--- config.mk ---
export PLATFORM = sky130hd
export DESIGN_NAME = alu_issue_ctrl
export DESIGN_NICKNAME = d
export VERILOG_FILES = /design/src/rtl/alu_pkg.sv /design/src/rtl/alu_rsp_fifo.sv /design/src/rtl/alu_issue_ctrl.sv
export SDC_FILE = /design/constraint.sdc
export NUM_CORES = 1
export LEC_CHECK = 0
export BUFFER_PORTS_ARGS = -buffer_cell sky130_fd_sc_hd__buf_4
export CELL_PAD_IN_SITES_DETAIL_PLACEMENT = 0
export CELL_PAD_IN_SITES_GLOBAL_PLACEMENT = 1
export CORE_MARGIN = 2
export CORE_UTILIZATION = 43
export CTS_CLUSTER_SIZE = 30
export DETAILED_ROUTE_END_ITERATION = 6
export GPL_ROUTABILITY_DRIVEN = 0
export PLACE_DENSITY = 0.89
export SLEW_MARGIN = 20
export SYNTH_ARGS = -nofsm -noshare
export SYNTH_HDL_FRONTEND = slang
export SYNTH_SLANG_ARGS = --single-unit
--- constraint.sdc ---
create_clock -name clk -period 2.85 [get_ports clk]
set_input_delay 0.57 -clock clk [delete_from_list [all_inputs] [get_ports clk]]
set_output_delay 0.57 -clock clk [all_outputs]
set_load 0.01 [all_outputs]
--- src/rtl/alu_pkg.sv ---
// Shared definitions for the ALU issue controller: opcode map,
// flag bit positions and the response record layout.
package alu_pkg;

   // ALU control codes; anything above OP_LAST_LEGAL makes the ALU drive X
   localparam logic [3:0] OP_EQU        = 4'b0000;
   localparam logic [3:0] OP_LT         = 4'b0001;
   localparam logic [3:0] OP_LTU        = 4'b0010;
   localparam logic [3:0] OP_GT         = 4'b0011;
   localparam logic [3:0] OP_GTU        = 4'b0100;
   localparam logic [3:0] OP_ADD        = 4'b0101;
   localparam logic [3:0] OP_ADDC       = 4'b0110;
   localparam logic [3:0] OP_SUB        = 4'b0111;
   localparam logic [3:0] OP_SUBB       = 4'b1000;
   localparam logic [3:0] OP_OR         = 4'b1001;
   localparam logic [3:0] OP_XOR        = 4'b1010;
   localparam logic [3:0] OP_NOR        = 4'b1011;
   localparam logic [3:0] OP_NOT        = 4'b1100;
   localparam logic [3:0] OP_AND        = 4'b1101;
   localparam logic [3:0] OP_LAST_LEGAL = 4'b1101;

   // Bit positions inside the 4-bit response flag field
   localparam int FLG_ZERO  = 0;
   localparam int FLG_NEG   = 1;
   localparam int FLG_OVF   = 2;
   localparam int FLG_CARRY = 3;

   // Response record for the default 32-bit data / 4-bit tag configuration
   typedef struct packed {
      logic [31:0] data;
      logic [3:0]  flags;
      logic [3:0]  tag;
      logic        err;
   } alu_rsp_t;

endpackage

--- src/rtl/alu_rsp_fifo.sv ---
// Synchronous first-word-fall-through FIFO holding ALU responses.
// The head entry is visible on rd_data whenever valid is high; the output
// reads as zero while empty so nothing stale leaks out after a reset.
module alu_rsp_fifo
   import alu_pkg::*;
#(
   parameter int WIDTH = 41,
   parameter int DEPTH = 4
) (
   input  logic                     clk,
   input  logic                     rst,
   input  logic                     wr_en,
   input  logic [WIDTH-1:0]         wr_data,
   input  logic                     rd_en,
   output logic [WIDTH-1:0]         rd_data,
   output logic                     valid,
   output logic [$clog2(DEPTH):0]   count
);

   localparam int AW = $clog2(DEPTH);

   logic [WIDTH-1:0] mem_r [DEPTH];
   logic [AW-1:0]    wr_ptr_r;
   logic [AW-1:0]    rd_ptr_r;
   logic [AW:0]      count_r;
   logic             rd_fire_s;
   logic             wr_fire_s;

   // Qualify pushes and pops so the FIFO can never overflow or underflow
   always_comb begin
      rd_fire_s = 1'b0;
      wr_fire_s = 1'b0;
      if (count_r != (AW+1)'(0)) begin
         rd_fire_s = rd_en;
      end else begin
         rd_fire_s = 1'b0;
      end
      if ((count_r < (AW+1)'(DEPTH)) || rd_fire_s) begin
         wr_fire_s = wr_en;
      end else begin
         wr_fire_s = 1'b0;
      end
   end

   // Pointer and occupancy bookkeeping; pointers wrap naturally at DEPTH
   always_ff @(posedge clk) begin
      if (rst) begin
         wr_ptr_r <= '0;
         rd_ptr_r <= '0;
         count_r  <= '0;
      end else begin
         if (wr_fire_s) begin
            wr_ptr_r <= wr_ptr_r + AW'(1);
         end
         if (rd_fire_s) begin
            rd_ptr_r <= rd_ptr_r + AW'(1);
         end
         case ({wr_fire_s, rd_fire_s})
            2'b10:   count_r <= count_r + (AW+1)'(1);
            2'b01:   count_r <= count_r - (AW+1)'(1);
            default: count_r <= count_r;
         endcase
      end
   end

   // Storage array; contents need no reset because reads are gated by valid
   always_ff @(posedge clk) begin
      if (wr_fire_s && !rst) begin
         mem_r[wr_ptr_r] <= wr_data;
      end
   end

   assign valid   = (count_r != (AW+1)'(0));
   assign count   = count_r;
   assign rd_data = valid ? mem_r[rd_ptr_r] : '0;

endmodule

--- src/rtl/alu_issue_ctrl.sv ---
// Issue/capture controller wrapped around the combinational 32-bit ALU.
// Commands are registered onto the ALU ports, the ALU result is captured
// one cycle later into a response FIFO, and responses drain in order.
module alu_issue_ctrl
   import alu_pkg::*;
#(
   parameter int BITS_SIZE  = 32,
   parameter int CNTRL_SIZE = 4,
   parameter int TAG_W      = 4,
   parameter int RSP_DEPTH  = 4,
   parameter int CNT_W      = 16
) (
   input  logic                  clk,
   input  logic                  rst,
   input  logic                  cmd_valid,
   output logic                  cmd_ready,
   input  logic [CNTRL_SIZE-1:0] cmd_op,
   input  logic [BITS_SIZE-1:0]  cmd_a,
   input  logic [BITS_SIZE-1:0]  cmd_b,
   input  logic                  cmd_cin,
   input  logic [TAG_W-1:0]      cmd_tag,
   output logic [BITS_SIZE-1:0]  alu_a,
   output logic [BITS_SIZE-1:0]  alu_b,
   output logic [CNTRL_SIZE-1:0] alu_cntrl,
   output logic                  alu_cin,
   input  logic [BITS_SIZE-1:0]  alu_out,
   input  logic                  alu_zero,
   input  logic                  alu_ovf,
   input  logic                  alu_neg,
   input  logic                  alu_carry,
   output logic                  rsp_valid,
   input  logic                  rsp_ready,
   output logic [BITS_SIZE-1:0]  rsp_data,
   output logic [3:0]            rsp_flags,
   output logic [TAG_W-1:0]      rsp_tag,
   output logic                  rsp_err,
   output logic [CNT_W-1:0]      op_count,
   output logic [CNT_W-1:0]      err_count
);

   localparam int RSP_W = BITS_SIZE + 4 + TAG_W + 1;
   localparam int CW    = $clog2(RSP_DEPTH) + 1;

   logic                  issue_vld_r;
   logic [TAG_W-1:0]      issue_tag_r;
   logic                  issue_err_r;
   logic [BITS_SIZE-1:0]  alu_a_r;
   logic [BITS_SIZE-1:0]  alu_b_r;
   logic [CNTRL_SIZE-1:0] alu_cntrl_r;
   logic                  alu_cin_r;
   logic [CNT_W-1:0]      op_count_r;
   logic [CNT_W-1:0]      err_count_r;

   logic [CW-1:0]         fifo_count_s;
   logic [CW:0]           occupancy_s;
   logic                  cmd_ready_s;
   logic                  accept_s;
   logic                  illegal_s;
   logic [3:0]            flags_s;
   logic [RSP_W-1:0]      wr_data_s;
   logic [RSP_W-1:0]      rd_data_s;
   logic                  fifo_valid_s;
   logic                  rd_en_s;

   // Admission: only accept when the FIFO plus the in-flight op leave a free slot
   always_comb begin
      occupancy_s = {1'b0, fifo_count_s} + (CW+1)'(issue_vld_r);
      cmd_ready_s = !rst && (occupancy_s < (CW+1)'(RSP_DEPTH));
      accept_s    = cmd_valid && cmd_ready_s;
      illegal_s   = (cmd_op > CNTRL_SIZE'(OP_LAST_LEGAL));
   end

   // Issue register: drive the ALU for exactly one cycle per accepted command,
   // parking it on EQU with zero operands when idle or for illegal codes
   always_ff @(posedge clk) begin
      if (rst) begin
         issue_vld_r <= 1'b0;
         issue_tag_r <= '0;
         issue_err_r <= 1'b0;
         alu_a_r     <= '0;
         alu_b_r     <= '0;
         alu_cntrl_r <= '0;
         alu_cin_r   <= 1'b0;
      end else if (accept_s) begin
         issue_vld_r <= 1'b1;
         issue_tag_r <= cmd_tag;
         issue_err_r <= illegal_s;
         alu_a_r     <= cmd_a;
         alu_b_r     <= cmd_b;
         alu_cntrl_r <= illegal_s ? CNTRL_SIZE'(OP_EQU) : cmd_op;
         alu_cin_r   <= cmd_cin;
      end else begin
         issue_vld_r <= 1'b0;
         issue_tag_r <= '0;
         issue_err_r <= 1'b0;
         alu_a_r     <= '0;
         alu_b_r     <= '0;
         alu_cntrl_r <= '0;
         alu_cin_r   <= 1'b0;
      end
   end

   // Capture: build the response entry from the ALU outputs, or an error record
   always_comb begin
      flags_s            = 4'b0000;
      flags_s[FLG_ZERO]  = alu_zero;
      flags_s[FLG_NEG]   = alu_neg;
      flags_s[FLG_OVF]   = alu_ovf;
      flags_s[FLG_CARRY] = alu_carry;
      wr_data_s          = '0;
      if (issue_err_r) begin
         wr_data_s = {{BITS_SIZE{1'b0}}, 4'b0000, issue_tag_r, 1'b1};
      end else begin
         wr_data_s = {alu_out, flags_s, issue_tag_r, 1'b0};
      end
   end

   // Accepted / illegal command counters, saturating at all-ones
   always_ff @(posedge clk) begin
      if (rst) begin
         op_count_r  <= '0;
         err_count_r <= '0;
      end else if (accept_s) begin
         if (op_count_r != {CNT_W{1'b1}}) begin
            op_count_r <= op_count_r + CNT_W'(1);
         end
         if (illegal_s && (err_count_r != {CNT_W{1'b1}})) begin
            err_count_r <= err_count_r + CNT_W'(1);
         end
      end
   end

   assign rd_en_s = fifo_valid_s && rsp_ready;

   alu_rsp_fifo #(
      .WIDTH (RSP_W),
      .DEPTH (RSP_DEPTH)
   ) u_rsp_fifo (
      .clk     (clk),
      .rst     (rst),
      .wr_en   (issue_vld_r),
      .wr_data (wr_data_s),
      .rd_en   (rd_en_s),
      .rd_data (rd_data_s),
      .valid   (fifo_valid_s),
      .count   (fifo_count_s)
   );

   assign cmd_ready = cmd_ready_s;
   assign alu_a     = alu_a_r;
   assign alu_b     = alu_b_r;
   assign alu_cntrl = alu_cntrl_r;
   assign alu_cin   = alu_cin_r;
   assign rsp_valid = fifo_valid_s;
   assign {rsp_data, rsp_flags, rsp_tag, rsp_err} = rd_data_s;
   assign op_count  = op_count_r;
   assign err_count = err_count_r;

endmodule

Word level (Yosys, flattened, before mapping). Memories as Yosys holds them, arrays and structs flattened. A register that Yosys moved wholly into a read port is not among the register bits. Cells that the tools add are included.

Logic and storage cells: 51. Input bits: 113. RAM bits: 164. Memories: 1. Register bits: 114.

Reduce and logical (&&, ||, !) cells: 13. Order comparisons: 3. Bitwise logic cells: 1. Add/subtract/negate cells: 7. Mux-type cells: 10. Equality and inequality tests: 4.

Memories: u_rsp_fifo.mem_r (words 4, bits a word 41, read ports 1, clocked after Yosys merged registers in 1, wr ports 1, line alu_rsp_fifo.sv:22) `logic [WIDTH-1:0] mem_r [DEPTH];`.

Operator list (number): 2-to-1 mux 41 bit (2); adder 16 x 1 -> 16 bit (second input constant) (2); inequality test 16 bit (second input constant) (2); case mux 3 bit (2 select lines) (1); logical AND 1 bit (5); 2-to-1 mux 1 bit (5); adder 2 x 1 -> 2 bit (second input constant) (2); adder 3 x 1 -> 4 bit (1); > comparator 4 bit (second input constant) (1); less-than comparator 4 x 3 -> 1 bit (second input constant) (1); 2-to-1 mux 2 bit (2); AND reduction 2 bit (2); adder 3 x 1 -> 3 bit (second input constant) (1); less-than comparator 3 bit (second input constant) (1); nonzero test 3 bit (1); OR reduction 3 bit (1); subtractor 3 x 1 -> 3 bit (second input constant) (1); equality test 2 x 1 -> 1 bit (second input constant) (1); equality test 2 bit (second input constant) (1); nonzero test 2 bit (1); OR reduction 2 bit (1); logical NOT 1 bit (1); logical OR 1 bit (1); inverter 1 bit (1).

Depth between registers and ports, before layout.
Depth after elaboration: 8. Depth in mapped cells: 9. Depth with buffers taken out: 8.

Modules after synthesis. From an unflattened synthesis, not the netlist that was laid out.

Cells, all modules: 711. Area total of the unflattened synthesis: 10681.5 um^2.

Modules (own cells, without submodules): alu_rsp_fifo (times used 1, area an instance 6687.7 um^2, cells each 314, sequential area each 5104.9 um^2); alu_issue_ctrl (times used 1, area an instance 3993.8 um^2, cells each 397, sequential area each 2142.1 um^2).

Worst setup path before layout. Ideal clock, no wire load.

Path type: input to register. From: input rsp_ready. To: memory u_rsp_fifo.mem_r[0][0], enable pin. Required time: 2448 ps. Arrival time: 1864 ps. Slack: 584 ps. Stages on the path: 3. Library setup time: 402 ps. Path through: o21ai_1 -> nor2_1 -> and2_1.

Cells in the longest elaborated chain, start to end: 7.

Ends and longest elaborated chain: start: declaration (line alu_issue_ctrl.sv:32) `input logic rsp_ready,`; logical AND 1 bit (line alu_issue_ctrl.sv:133) `assign rd_en_s = fifo_valid_s && rsp_ready;`; 2-to-1 mux 1 bit (line alu_rsp_fifo.sv:33) `if (count_r != (AW+1)'(0)) begin`; logical OR 1 bit (line alu_rsp_fifo.sv:38) `if ((count_r < (AW+1)'(DEPTH)) || rd_fire_s) begin`; 2-to-1 mux 1 bit (line alu_rsp_fifo.sv:38); logical AND 1 bit (line alu_rsp_fifo.sv:68) `if (wr_fire_s && !rst) begin`; 2-to-1 mux 1 bit (line alu_rsp_fifo.sv:68); 2-to-1 mux 1 bit (implied by the code) (line alu_rsp_fifo.sv:69) `mem_r[wr_ptr_r] <= wr_data;`; end: declaration (line alu_rsp_fifo.sv:22).

No other way between the ends.

==> impl_metrics.env <==
export IMPL_critPathMaxFanout=15
export IMPL_cts_tree="yes"
export IMPL_async_reset_ff_share_pct=0
export IMPL_synth_edf_count=164
export IMPL_drtIter0Drc=330
export IMPL_regToRegSetupSlack_ns=0.67
export IMPL_synthTopCellsByArea="edfxtp_1, dfxtp_1, mux4_2"
export IMPL_htree_num_levels=1
export IMPL_final_cells=1311
export IMPL_hpwl_mm=15.2
export IMPL_syn_to_final_growth_pct=32.2
export IMPL_drc=0
export IMPL_wl_per_cell_um=17.5
export IMPL_dieArea_sq_um=25700
export IMPL_path_class="reg2out"
export IMPL_hold_buffers=0
export IMPL_totalNegativeSetupSlack_ns=0
export IMPL_antenna_found_initial=0
export IMPL_slew_viol_final=0
export IMPL_grt_max_degree=70
export IMPL_yosys_area_top_type="edfxtp_1"
export IMPL_synth_distinct_cells=45
export IMPL_drive_gt1_share_pct=38.0
export IMPL_num_antenna_cells=0
export IMPL_min_period_over_period_pct=90.3
export IMPL_grt_pass1_vias=6867
export IMPL_nets=1086
export IMPL_min_period_ns=2.57
export IMPL_syn_area_per_cell_sq_um=14.9
export IMPL_rows=57
export IMPL_first_pass_iters=4
export IMPL_final_util_pct=57.6
export IMPL_portBuffers=256
export IMPL_die_w_um=160
export IMPL_power_density_nw_per_um2=779
export IMPL_ys_flop_type="edfxtp_1"
export IMPL_synthesis_area_sq_um=10500
export IMPL_end_kind="output port"
export IMPL_clock_sinks=280
export IMPL_maxCapViolations=0
export IMPL_ir_worst_vdd_mv=0.618
export IMPL_start_util_pct=43.5
export IMPL_rsz0062_at_grt="false"
export IMPL_wirelength_mm=22.9
export IMPL_die_y_um=160
export IMPL_clk_root_buffer_cell="clkbuf_16"
export IMPL_yosys_top_cells_count="edfxtp_1, dfxtp_1, and3_1"
export IMPL_timing_fmax_ghz=0.388
export IMPL_synth_top_area_share_pct=46.8
export IMPL_final_setup_viol_count=0
export IMPL_cts_buffers=28
export IMPL_leakage_uw=0.00552
export IMPL_worstPathRequired_ns=2.28
export IMPL_placed_cells=1255
export IMPL_status="finished clean"
export IMPL_synth_nets=825
export IMPL_grt_pass1_wl_mm=36.3
export IMPL_path_clk_slew_ns=0.06
export IMPL_post_synth_top_count_cell="edfxtp_1"
export IMPL_hold_viol=0
export IMPL_startpoint_type="register"
export IMPL_overflow=0
export IMPL_yosysWarnings=0
export IMPL_grt_use_total_pct=17.7
export IMPL_netlist_instances=704
export IMPL_fillCellCount=1917
export IMPL_vias_per_cell=5.02
export IMPL_clk_latency_ns=0.53
export IMPL_io_pins=257
export IMPL_antenna_left=0
export IMPL_placeableCoreArea_sq_um=24200
export IMPL_yosysSeqAreaShare_pct=68.9
export IMPL_ys_seq_elements=280
export IMPL_worstMarginPinSlew_ns=0.933
export IMPL_hp_class="in2reg"
export IMPL_vias=6580
export IMPL_cts_max_path_buffers=3
export IMPL_skew_ns=0.0114
export IMPL_relSlewSlack_pct=37.8
export IMPL_cp_arrival_ns=2.00
final cells by class:
class / instances / area (sq um) / share of cell area, %
inverter: 10 / 37.5 / 0.270
multi-input combinational: 372 / 3070 / 22.0
clock buffer: 32 / 716 / 5.14
tap: 324 / 405 / 2.91
sequential: 280 / 7250 / 52.1
clock inverter: 20 / 287 / 2.06
timing repair buffer: 273 / 2150 / 15.4
routing by layer:
| metal | GRT usage, % | wire [um] | vias up |
|---|---|---|---|
| li1 | - | - | 3123 |
| met1 | 20.8 | 8830 | 3204 |
| met2 | 32.2 | 11800 | 232 |
| met3 | 5.22 | 1990 | 21 |
| met4 | 3.56 | 239 | 0 |
| met5 | 0 | 0 | - |
timing repair:
| action | CTS | global route |
|---|---|---|
| endpoints found under the setup margin | 0 | 6 |
| setup buffers | 0 | 4 |
| gates resized for setup | 0 | 0 |
metrics by stage:
step                      setup slack (ns)  hold WS [ns]  cell area (sq um)  power [uW]
after floorplan                      0.584         0.438              10500        5930
after global placement               0.542         0.450              12900        6950
after detailed placement             0.493         0.467              12900        6980
after CTS                           0.0408         0.236              13900       10900
after global routing                 0.186         0.243              13900       11300
final                                0.276         0.263              13900       10800
flip-flops by register name (all words and copies together) (netlist names), 2 cells and up, named ones only:
| register | count |
|---|---|
| u_rsp_fifo.mem_r | 164 |
| alu_a | 32 |
| alu_b | 32 |
| err_count | 16 |
| op_count | 16 |
| alu_cntrl | 4 |
| issue_tag_r | 4 |
| u_rsp_fifo.count | 3 |
| u_rsp_fifo.rd_ptr_r | 2 |
| u_rsp_fifo.wr_ptr_r | 2 |
critical path, stage by stage (launching register included):
cell	delay (ns)
dfxtp_4	0.43
buf_12	0.20
mux4_2	0.50
and2_1	0.19
buf_4	0.14
placed cells by master (no fill, tap or decap), drive strengths merged, types with 7 or more instances in the layout:
| master | count |
|---|---|
| a21oi | 12 |
| and2 | 46 |
| and3 | 77 |
| and4 | 9 |
| buf | 273 |
| bufinv | 7 |
| clkbuf | 32 |
| clkinv | 11 |
| dfxtp | 116 |
| edfxtp | 164 |
| ha | 7 |
| inv | 10 |
| mux4 | 41 |
| nand2 | 16 |
| nand3 | 10 |
| nand4 | 9 |
| nor2 | 31 |
| nor2b | 36 |
| nor3 | 12 |
| o21ai | 12 |
| or3 | 10 |
| xnor2 | 20 |
cells by family (layout without fill, tap and decap cells):
family	Yosys count	after routing	synth area share, %
xor gates and xnor gates	23	23	1.91
muxes	42	42	8.87
and+or+nand+nor	265	265	15.1
AOI/OAI and AO/OA	34	34	2.12
adders and majority gates	8	8	1.02
DFF	280	280	68.9
buffers and inverters	52	335	2.13
final timing paths:
path / start / end / cells past startpoint
max: register / rsp_data[25] / 4
min: cmd_b[13] / alu_b[13]$_SDFF_PP0_ / 2
max reg2reg: u_rsp_fifo.count[2]$_SDFFE_PP0P_ / u_rsp_fifo.count[2]$_SDFFE_PP0P_ / 8
min reg2reg: issue_tag_r[3]$_SDFF_PP0_ / u_rsp_fifo.mem_r[3][4]$_DFFE_PP_ / 0
power breakdown:
| group | switching [uW] | total (uW) | leakage [uW] | internal [uW] |
|---|---|---|---|---|
| sequential | 109 | 4580 | 0.00244 | 4470 |
| combinational | 1060 | 2330 | 0.00260 | 1270 |
| clock | 1490 | 3930 | 0.000486 | 2440 |
| total | 2660 | 10800 | 0.00552 | 8180 |
Note: power is estimated with default switching activity, not from simulation.
